[src/rtl/core_pkg.sv]
// rtl/core_pkg.sv - shared widths and ALU/main-op encodings for the RV64 core
package core_pkg;

    localparam int XLEN   = 64;
    localparam int REG_AW = 5;

    localparam logic [3:0] ALU_AND     = 4'b0000;
    localparam logic [3:0] ALU_OR      = 4'b0001;
    localparam logic [3:0] ALU_ADD     = 4'b0010;
    localparam logic [3:0] ALU_SUB     = 4'b0011;
    localparam logic [3:0] ALU_XOR     = 4'b0100;
    localparam logic [3:0] ALU_SLL     = 4'b0101;
    localparam logic [3:0] ALU_SRL     = 4'b0110;
    localparam logic [3:0] ALU_ILLEGAL = 4'b1111;

    localparam logic [1:0] MAIN_ADD   = 2'b00;
    localparam logic [1:0] MAIN_SUB   = 2'b01;
    localparam logic [1:0] MAIN_RTYPE = 2'b10;
    localparam logic [1:0] MAIN_ITYPE = 2'b11;

endpackage

[src/rtl/alu_control.sv]
// rtl/alu_control.sv - combinational decode of main op, funct3 and bit 30 into the 4-bit ALU op
module alu_control
    import core_pkg::*;
#(
    parameter logic [3:0] ILLEGAL_OP = ALU_ILLEGAL
) (
    input  logic [1:0] i_alu_op_main,
    input  logic [2:0] i_funct3,
    input  logic       i_funct7_5,
    output logic [3:0] o_alu_op,
    output logic       o_illegal
);

    logic w_is_rtype;

    assign w_is_rtype = (i_alu_op_main == MAIN_RTYPE);

    always_comb begin
        o_alu_op  = ILLEGAL_OP;
        o_illegal = 1'b1;
        case (i_alu_op_main)
            MAIN_ADD: begin
                o_alu_op  = ALU_ADD;
                o_illegal = 1'b0;
            end
            MAIN_SUB: begin
                o_alu_op  = ALU_SUB;
                o_illegal = 1'b0;
            end
            default: begin
                // R-type and I-type share the funct3 table; only R-type uses bit 30 to pick sub
                case (i_funct3)
                    3'b000: begin
                        o_alu_op  = (w_is_rtype && i_funct7_5) ? ALU_SUB : ALU_ADD;
                        o_illegal = 1'b0;
                    end
                    3'b111: begin
                        o_alu_op  = ALU_AND;
                        o_illegal = 1'b0;
                    end
                    3'b110: begin
                        o_alu_op  = ALU_OR;
                        o_illegal = 1'b0;
                    end
                    3'b100: begin
                        o_alu_op  = ALU_XOR;
                        o_illegal = 1'b0;
                    end
                    3'b001: begin
                        o_alu_op  = ALU_SLL;
                        o_illegal = 1'b0;
                    end
                    3'b101: begin
                        if (!i_funct7_5) begin
                            o_alu_op  = ALU_SRL;
                            o_illegal = 1'b0;
                        end
                    end
                    default: begin
                        o_alu_op  = ILLEGAL_OP;
                        o_illegal = 1'b1;
                    end
                endcase
            end
        endcase
    end

endmodule

[src/rtl/id_ex_stage.sv]
// rtl/id_ex_stage.sv - ID/EX pipeline register with EX/MEM and MEM/WB operand forwarding
module id_ex_stage
    import core_pkg::*;
#(
    parameter int         XLEN       = core_pkg::XLEN,
    parameter int         REG_AW     = core_pkg::REG_AW,
    parameter logic [3:0] ILLEGAL_OP = ALU_ILLEGAL
) (
    input  logic              clk,
    input  logic              reset,
    input  logic              stall,
    input  logic              flush,
    input  logic              id_valid,
    input  logic [XLEN-1:0]   id_pc,
    input  logic [XLEN-1:0]   id_rs1_data,
    input  logic [XLEN-1:0]   id_rs2_data,
    input  logic [XLEN-1:0]   id_imm,
    input  logic [REG_AW-1:0] id_rs1,
    input  logic [REG_AW-1:0] id_rs2,
    input  logic [REG_AW-1:0] id_rd,
    input  logic              id_alu_src,
    input  logic [1:0]        id_alu_op_main,
    input  logic [2:0]        id_funct3,
    input  logic              id_funct7_5,
    input  logic              id_reg_write,
    input  logic              id_mem_read,
    input  logic              id_mem_write,
    input  logic              id_mem_to_reg,
    input  logic              id_branch,
    input  logic              exmem_reg_write,
    input  logic [REG_AW-1:0] exmem_rd,
    input  logic [XLEN-1:0]   exmem_result,
    input  logic              memwb_reg_write,
    input  logic [REG_AW-1:0] memwb_rd,
    input  logic [XLEN-1:0]   memwb_data,
    output logic              ex_valid,
    output logic [XLEN-1:0]   ex_a,
    output logic [XLEN-1:0]   ex_b,
    output logic [3:0]        ex_alu_op,
    output logic [XLEN-1:0]   ex_store_data,
    output logic [XLEN-1:0]   ex_pc,
    output logic [XLEN-1:0]   ex_imm,
    output logic [REG_AW-1:0] ex_rd,
    output logic              ex_reg_write,
    output logic              ex_mem_read,
    output logic              ex_mem_write,
    output logic              ex_mem_to_reg,
    output logic              ex_branch,
    output logic              ex_illegal
);

    logic              r_valid;
    logic [XLEN-1:0]   r_pc;
    logic [XLEN-1:0]   r_rs1_data;
    logic [XLEN-1:0]   r_rs2_data;
    logic [XLEN-1:0]   r_imm;
    logic [REG_AW-1:0] r_rs1;
    logic [REG_AW-1:0] r_rs2;
    logic [REG_AW-1:0] r_rd;
    logic              r_alu_src;
    logic [1:0]        r_alu_op_main;
    logic [2:0]        r_funct3;
    logic              r_funct7_5;
    logic              r_reg_write;
    logic              r_mem_read;
    logic              r_mem_write;
    logic              r_mem_to_reg;
    logic              r_branch;

    logic [XLEN-1:0]   w_fwd_rs1;
    logic [XLEN-1:0]   w_fwd_rs2;
    logic              w_illegal;

    // EX/MEM is younger than MEM/WB, so it wins; x0 is hard-wired and never forwards
    always_comb begin
        w_fwd_rs1 = r_rs1_data;
        if (exmem_reg_write && (exmem_rd != '0) && (exmem_rd == r_rs1))
            w_fwd_rs1 = exmem_result;
        else if (memwb_reg_write && (memwb_rd != '0) && (memwb_rd == r_rs1))
            w_fwd_rs1 = memwb_data;
    end

    always_comb begin
        w_fwd_rs2 = r_rs2_data;
        if (exmem_reg_write && (exmem_rd != '0) && (exmem_rd == r_rs2))
            w_fwd_rs2 = exmem_result;
        else if (memwb_reg_write && (memwb_rd != '0) && (memwb_rd == r_rs2))
            w_fwd_rs2 = memwb_data;
    end

    always_ff @(posedge clk or posedge reset) begin
        if (reset) begin
            r_valid       <= 1'b0;
            r_pc          <= '0;
            r_rs1_data    <= '0;
            r_rs2_data    <= '0;
            r_imm         <= '0;
            r_rs1         <= '0;
            r_rs2         <= '0;
            r_rd          <= '0;
            r_alu_src     <= 1'b0;
            r_alu_op_main <= 2'b00;
            r_funct3      <= 3'b000;
            r_funct7_5    <= 1'b0;
            r_reg_write   <= 1'b0;
            r_mem_read    <= 1'b0;
            r_mem_write   <= 1'b0;
            r_mem_to_reg  <= 1'b0;
            r_branch      <= 1'b0;
        end else if (flush) begin
            r_valid      <= 1'b0;
            r_reg_write  <= 1'b0;
            r_mem_read   <= 1'b0;
            r_mem_write  <= 1'b0;
            r_mem_to_reg <= 1'b0;
            r_branch     <= 1'b0;
        end else if (stall) begin
            // Capture producers that retire while we wait, otherwise their value is lost
            if (r_valid) begin
                r_rs1_data <= w_fwd_rs1;
                r_rs2_data <= w_fwd_rs2;
            end
        end else begin
            r_valid       <= id_valid;
            r_pc          <= id_pc;
            r_rs1_data    <= id_rs1_data;
            r_rs2_data    <= id_rs2_data;
            r_imm         <= id_imm;
            r_rs1         <= id_rs1;
            r_rs2         <= id_rs2;
            r_rd          <= id_rd;
            r_alu_src     <= id_alu_src;
            r_alu_op_main <= id_alu_op_main;
            r_funct3      <= id_funct3;
            r_funct7_5    <= id_funct7_5;
            r_reg_write   <= id_reg_write;
            r_mem_read    <= id_mem_read;
            r_mem_write   <= id_mem_write;
            r_mem_to_reg  <= id_mem_to_reg;
            r_branch      <= id_branch;
        end
    end

    alu_control #(
        .ILLEGAL_OP (ILLEGAL_OP)
    ) u_alu_control (
        .i_alu_op_main (r_alu_op_main),
        .i_funct3      (r_funct3),
        .i_funct7_5    (r_funct7_5),
        .o_alu_op      (ex_alu_op),
        .o_illegal     (w_illegal)
    );

    assign ex_valid      = r_valid;
    assign ex_a          = w_fwd_rs1;
    assign ex_b          = r_alu_src ? r_imm : w_fwd_rs2;
    assign ex_store_data = w_fwd_rs2;
    assign ex_pc         = r_pc;
    assign ex_imm        = r_imm;
    assign ex_rd         = r_rd;
    assign ex_reg_write  = r_valid & r_reg_write;
    assign ex_mem_read   = r_valid & r_mem_read;
    assign ex_mem_write  = r_valid & r_mem_write;
    assign ex_mem_to_reg = r_valid & r_mem_to_reg;
    assign ex_branch     = r_valid & r_branch;
    assign ex_illegal    = r_valid & w_illegal;

endmodule
[config.mk]
export PLATFORM = sky130hd
export DESIGN_NAME = id_ex_stage
export DESIGN_NICKNAME = d
export VERILOG_FILES = /design/src/rtl/core_pkg.sv /design/src/rtl/alu_control.sv /design/src/rtl/id_ex_stage.sv
export SDC_FILE = /design/constraint.sdc
export NUM_CORES = 1
export LEC_CHECK = 0
export BUFFER_PORTS_ARGS = -buffer_cell sky130_fd_sc_hd__buf_4
export CELL_PAD_IN_SITES_DETAIL_PLACEMENT = 2
export CELL_PAD_IN_SITES_GLOBAL_PLACEMENT = 2
export CORE_AREA = 5 5 298 300
export CTS_BUF_LIST = sky130_fd_sc_hd__clkbuf_8 sky130_fd_sc_hd__clkbuf_16
export DETAILED_ROUTE_END_ITERATION = 8
export DIE_AREA = 0 0 303 305
export HOLD_SLACK_MARGIN = 0.1
export PLACE_DENSITY = 0.64
export SLEW_MARGIN = 5
export SYNTH_ARGS = -nofsm -noshare
export SYNTH_HDL_FRONTEND = slang
export SYNTH_SLANG_ARGS = --single-unit
[constraint.sdc]
create_clock -name clk -period 11.8 [get_ports clk]
set_input_delay 0.59 -clock clk [delete_from_list [all_inputs] [get_ports clk]]
set_output_delay 0.59 -clock clk [all_outputs]
set_load 0.005 [all_outputs]
Word level (Yosys, flattened, before mapping)
Index checks and enable logic that the tools add are counted.
{"block": "word_totals", "regBits": 284, "in_bits": 428, "elab_cells": 81}
{"block": "classes", "eq_ne": 13, "n_mux": 28, "n_bitwise": 8, "reduce_logical": 15}
{"operator": "2-to-1 mux 64 bit", "n": 9}
{"operator": "one-hot mux 4 bit (6 select lines)", "n": 1}
{"operator": "== test 5 bit", "n": 4}
{"operator": "2-to-1 mux 1 bit", "n": 15}
{"operator": "== test 3 bit, second input constant", "n": 4}
{"operator": "nonzero test 5 bit", "n": 2}
{"operator": "one-hot mux 4 bit (2 select lines)", "n": 1}
{"operator": "logical AND 1 bit", "n": 7}
{"operator": "AND 1 bit", "n": 6}
{"operator": "OR reduction 5 bit", "n": 1}
{"operator": "2-to-1 mux 4 bit", "n": 1}
{"operator": "inequality test 2 x 1 -> 1 bit, second input constant", "n": 2}
{"operator": "AND reduction 2 bit", "n": 2}
{"operator": "== test 3 x 1 -> 1 bit, second input constant", "n": 1}
{"operator": "zero test 3 bit", "n": 1}
{"operator": "== test 2 x 1 -> 1 bit, second input constant", "n": 1}
{"operator": "== test 2 bit, second input constant", "n": 1}
{"operator": "zero test 2 bit", "n": 1}
{"operator": "inverter 1 bit", "n": 2}
{"operator": "one-hot mux 1 bit (2 select lines)", "n": 1}
{"operator": "OR reduction 2 bit", "n": 1}

Logic depth before layout (Yosys ltp)
{"block": "logic_depth", "word_depth": 7, "ltp_mapped": 8, "mapped_depth_nobuf": 5}

Cells and area by module
From an unflattened synthesis, not the netlist that was laid out.
{"block": "hier_totals", "hier_cells": 1557, "area_unflattened_um2": 17130.2}
{"module": "id_ex_stage", "n_inst": 1, "cells_per_inst": 1540, "area_each_um2": 17028.8, "seq_area_each_um2": 7106.8}
{"module": "alu_control", "n_inst": 1, "cells_per_inst": 17, "area_each_um2": 101.3, "seq_area_each_um2": 0.0}

Worst setup path before layout
No wires, ideal clock.
{"block": "synth_path", "path_type": "input to output", "start": "in exmem_rd[1]", "end": "out ex_b[52]", "t_arrival_ns": 2.131, "required_time_ns": 11.210, "setup_slack_ns": 9.079, "cell_stages": 7, "cell_sequence": "or4_1 > o2111ai_2 > or2_2 > buf_6 > buf_6 > a31oi_1 > mux2_1"}
{"block": "synth_via", "elab_chain_len": 5}
{"item": "start, declared", "line": "id_ex_stage.sv:31", "text": "input logic [REG_AW-1:0] exmem_rd,"}
{"item": "nonzero test 5 bit", "line": "id_ex_stage.sv:85", "text": "if (exmem_reg_write && (exmem_rd != '0) && (exmem_rd == r_rs2))"}
{"item": "logical AND 1 bit", "line": "id_ex_stage.sv:85"}
{"item": "logical AND 1 bit (*)", "line": "id_ex_stage.sv:85"}
{"item": "2-to-1 mux 64 bit (*)", "line": "id_ex_stage.sv:85"}
{"item": "via ex_store_data[52]", "line": "id_ex_stage.sv:40", "text": "output logic [XLEN-1:0] ex_store_data,"}
{"item": "2-to-1 mux 64 bit (*)", "line": "id_ex_stage.sv:156", "text": "assign ex_b = r_alu_src ? r_imm : w_fwd_rs2;"}
{"item": "end, declared", "line": "id_ex_stage.sv:38", "text": "output logic [XLEN-1:0] ex_b,"}
The timed path passes the listed nets; every way through them passes the cells marked *.

Worst setup path after layout
{"block": "layout_path", "start": "in memwb_rd[0]", "end": "out ex_b[60]"}
{"block": "layout_via", "elab_chain_len": 6}
{"item": "start, declared", "line": "id_ex_stage.sv:34", "text": "input logic [REG_AW-1:0] memwb_rd,"}
{"item": "nonzero test 5 bit", "line": "id_ex_stage.sv:87", "text": "else if (memwb_reg_write && (memwb_rd != '0) && (memwb_rd == r_rs2))"}
{"item": "logical AND 1 bit", "line": "id_ex_stage.sv:87"}
{"item": "logical AND 1 bit (*)", "line": "id_ex_stage.sv:87"}
{"item": "2-to-1 mux 64 bit (*)", "line": "id_ex_stage.sv:87"}
{"item": "2-to-1 mux 64 bit (*)", "line": "id_ex_stage.sv:85"}
{"item": "2-to-1 mux 64 bit (*)", "line": "id_ex_stage.sv:156"}
Mark *: on every way between the ends. The rest lies on a longest branch, timed or not.

==> out/results.txt <==
Switching power: 0.00127 W
P_int: 0.00256 W
Largest net degree at the start of global routing: 123
RSZ-0062 raised after global routing: false
DRC Markers: 0
Die area: 0.0924 mm2
Hold-fix buffers, CTS: 0
Maxcap violations: 0
CTS resizes: 0
Slowest-stage cell, CP: o211ai_4
Tcrit/Tclk final: 41.2%
Number of global-route vias before repair: 20141
Initial core utilization: 19.5%
Post-synth ARST share: 100%
Vias per cell: 4.95
Post-DP HPWL: 69.4 mm
Commonest cells post-synth: 284 x dfrtp_1, 203 x mux2_2, 192 x a21oi_1, 128 x nor3b_1, 128 x o221ai_1
Final Setup Violations: 0
CP startpoint kind: input port
Leakage: 10.3 nW
Syn_area_per_cell: 9.83 um2
Clock Tree Root: clkbuf_16
GR Overflow Total: 0
Gate power share: 33.2%
Clock power frac: 33.9%
Final worst slack: 6.94 ns
Post-synth EDFFs: 0
Area growth, synth to finish: 48.2%
Sequential power share: 32.9%
Design area: 0.0249 mm2
Clock-pin slew on the worst setup and hold paths: 0.06 ns
Routed wire length: 98.3 mm
Synthesized netlist cell count: 1708
CP Cell Sequence: buf_4, or4_4, o211ai_4, buf_4, o21ai_0, a31oi_1, mux2_2, buf_4
First-pass GRT wire length: 141 mm
Setup TNS: 0 ns
Antenna violations before repair: 23
Drt initial violations: 809
Yosys top cell by area: dfrtp_1
Gr usage total: 20.2%
Post-Layout Cell Count: 3575
Clock sinks: 284
Avg WL per Cell: 27.5 um
Top-area cell type share of the netlist area: 42.3%
Seq/Total Area, Yosys: 42.3%
Pwr Density: 154 mW/mm2
# fillers: 9625
Switch share: 33.1%
CTS H-tree lvls: 2
Worst Path Max Fanout: 38
Dpl cell area: 0.0234 mm2
CP required: 11.21 ns
Yosys cell types: 38
Vias: 17688
Syn Nets: 2136
IO Port Bufs: 763
Max Clock Freq: 0.206 GHz
Critical Path AT: 4.27 ns
Worst path max stage delay: 0.95 ns
Critical path class: input port to output pin
Pre-Repair DR Iteration Count: 4
Slew Viols, Final: 0
Setup Buffers After CTS: 0
Status: completed
Post-synth top flop: dfrtp_1
Pre-CTS setup slack: 6.90 ns
Cell area after synthesis: 0.0168 mm2
Hold Fails Final Rpt: 0
Syn. warnings: 0
Most frequent cell after synthesis: dfrtp_1
Top post-synthesis cells by area: dfrtp_1 42%, mux2_2 14%, o221ai_1 6.7%
Final min period: 4.86 ns
Worst Max-Slew Pin Slew: 1.27 ns
Nets@finish: 2798
VDD IR max: 86.5 uV
Hold Path Class: input port to asynchronous set/reset pin
Most frequent CP cell: buf_4
TritonCTS Buffers: 41
Share of cells above drive strength 1: 44.7%
Die Wd: 303 um
# rows: 108
Post-synthesis sequential element count: 284
Ports: 764
DRT antenna net count: 0
TritonCTS clock tree: built
Setup Skew: 0.0163 ns
Die span in y: 305 um
Core Footprint: 0.0859 mm2
Latest clock arrival within the worst-skew pair: 0.56 ns
Inst Count DP: 3482
Critical Path End Type: output pin
GP Congestion: 0.803
Maximum buffer depth of the clock tree: 3
Rel. slew slack: 15.4%
[worst paths after layout]
kind / startpoint / end / slack (ns) / depth (start not counted)
max reg2reg: ex_valid$_DFFE_PP0P_ / r_rs1_data[15]$_DFFE_PP0P_ / 7.75 / 5
min in group clk: id_valid / ex_valid$_DFFE_PP0P_ / 0.25 / 3
max in group asynchronous: reset / r_rs1_data[38]$_DFFE_PP0P_ / 9.32 / 4
max: memwb_rd[0] / ex_b[60] / 6.94 / 8
min: reset / ex_imm[4]$_DFFE_PP0P_ / 0.20 / 2
min reg2reg: r_rs2_data[26]$_DFFE_PP0P_ / r_rs2_data[26]$_DFFE_PP0P_ / 0.50 / 2
[placed cells by master (no fill, tap or decap), types with 2 or more instances in the layout]
cell / n
a21oi_1: 192
a31oi_1: 65
and2_1: 70
buf_4: 787
buf_6: 2
bufinv_16: 3
clkbuf_16: 41
clkbuf_8: 13
clkinv_2: 6
dfrtp_1: 283
diode_2: 19
inv_1: 11
inv_6: 2
mux2_1: 9
mux2_2: 203
mux2i_1: 69
nand2_1: 74
nand2_4: 2
nand3_1: 65
nor2_1: 74
nor2_4: 2
nor3_1: 65
nor3b_1: 128
o21ai_0: 67
o221ai_1: 128
or4_4: 2
xnor2_1: 17
xor2_1: 3
[per-layer routing]
layer	global-route usage, %	up-vias	part of all wire [%]
met4	7.50	6	3.3
met5	0	-	0.042
met3	5.16	145	6.5
met2	35.0	610	50
met1	24.1	9189	40
li1	-	7738	-
[power groups by stage]
| stage | Clock (W) | Combinational [W] | Sequential (W) |
|---|---|---|---|
| after detailed placement | 0 | 0.00129 | 0.00127 |
| final | 0.00130 | 0.00127 | 0.00126 |
| after global routing | 0.00138 | 0.00137 | 0.00128 |
| after global placement | 0 | 0.00126 | 0.00126 |
| after floorplan | 0 | 0.000564 | 0.00123 |
| after CTS | 0.00134 | 0.00129 | 0.00126 |
[metrics by stage]
step	power, W	hold WS [ns]	utilization [%]
floorplan	0.00179	0.463	-
global placement	0.00252	0.477	27.3
detailed placement	0.00256	0.491	27.3
CTS	0.00389	0.210	28.9
global route	0.00403	0.222	28.9
finish	0.00383	0.198	28.9
[cells by family after synthesis]
group,count (synthesis),synth area share [%]
XOR/XNOR,20,1.04
buffers and inverters,174,4.96
flip-flops,284,42.3
AND/OR/NAND/NOR,489,16.0
multiplexers,281,18.3
AO/OA/AOI/OAI,460,17.3
[worst max-delay path: cells and delay by family]
family,cells,cell delay [ns]
AO/OA/AOI/OAI,3,1.89
buffers and inverters,3,0.86
multiplexers,1,0.31
AND/OR/NAND/NOR,1,0.58
[layout make-up]
cell class | count | area (um2) | share of cell area (%)
well taps | 1155 | 1450 | 5.81
diodes | 19 | 47.5 | 0.191
flip-flops and latches | 284 | 7110 | 28.6
repair buffers | 789 | 5930 | 23.8
inverters | 4 | 22.5 | 0.0905
clock inverters | 20 | 176 | 0.709
clock buffers | 54 | 1200 | 4.84
multi-input cells | 1250 | 8940 | 35.9
(Power assumes the default switching activity.)
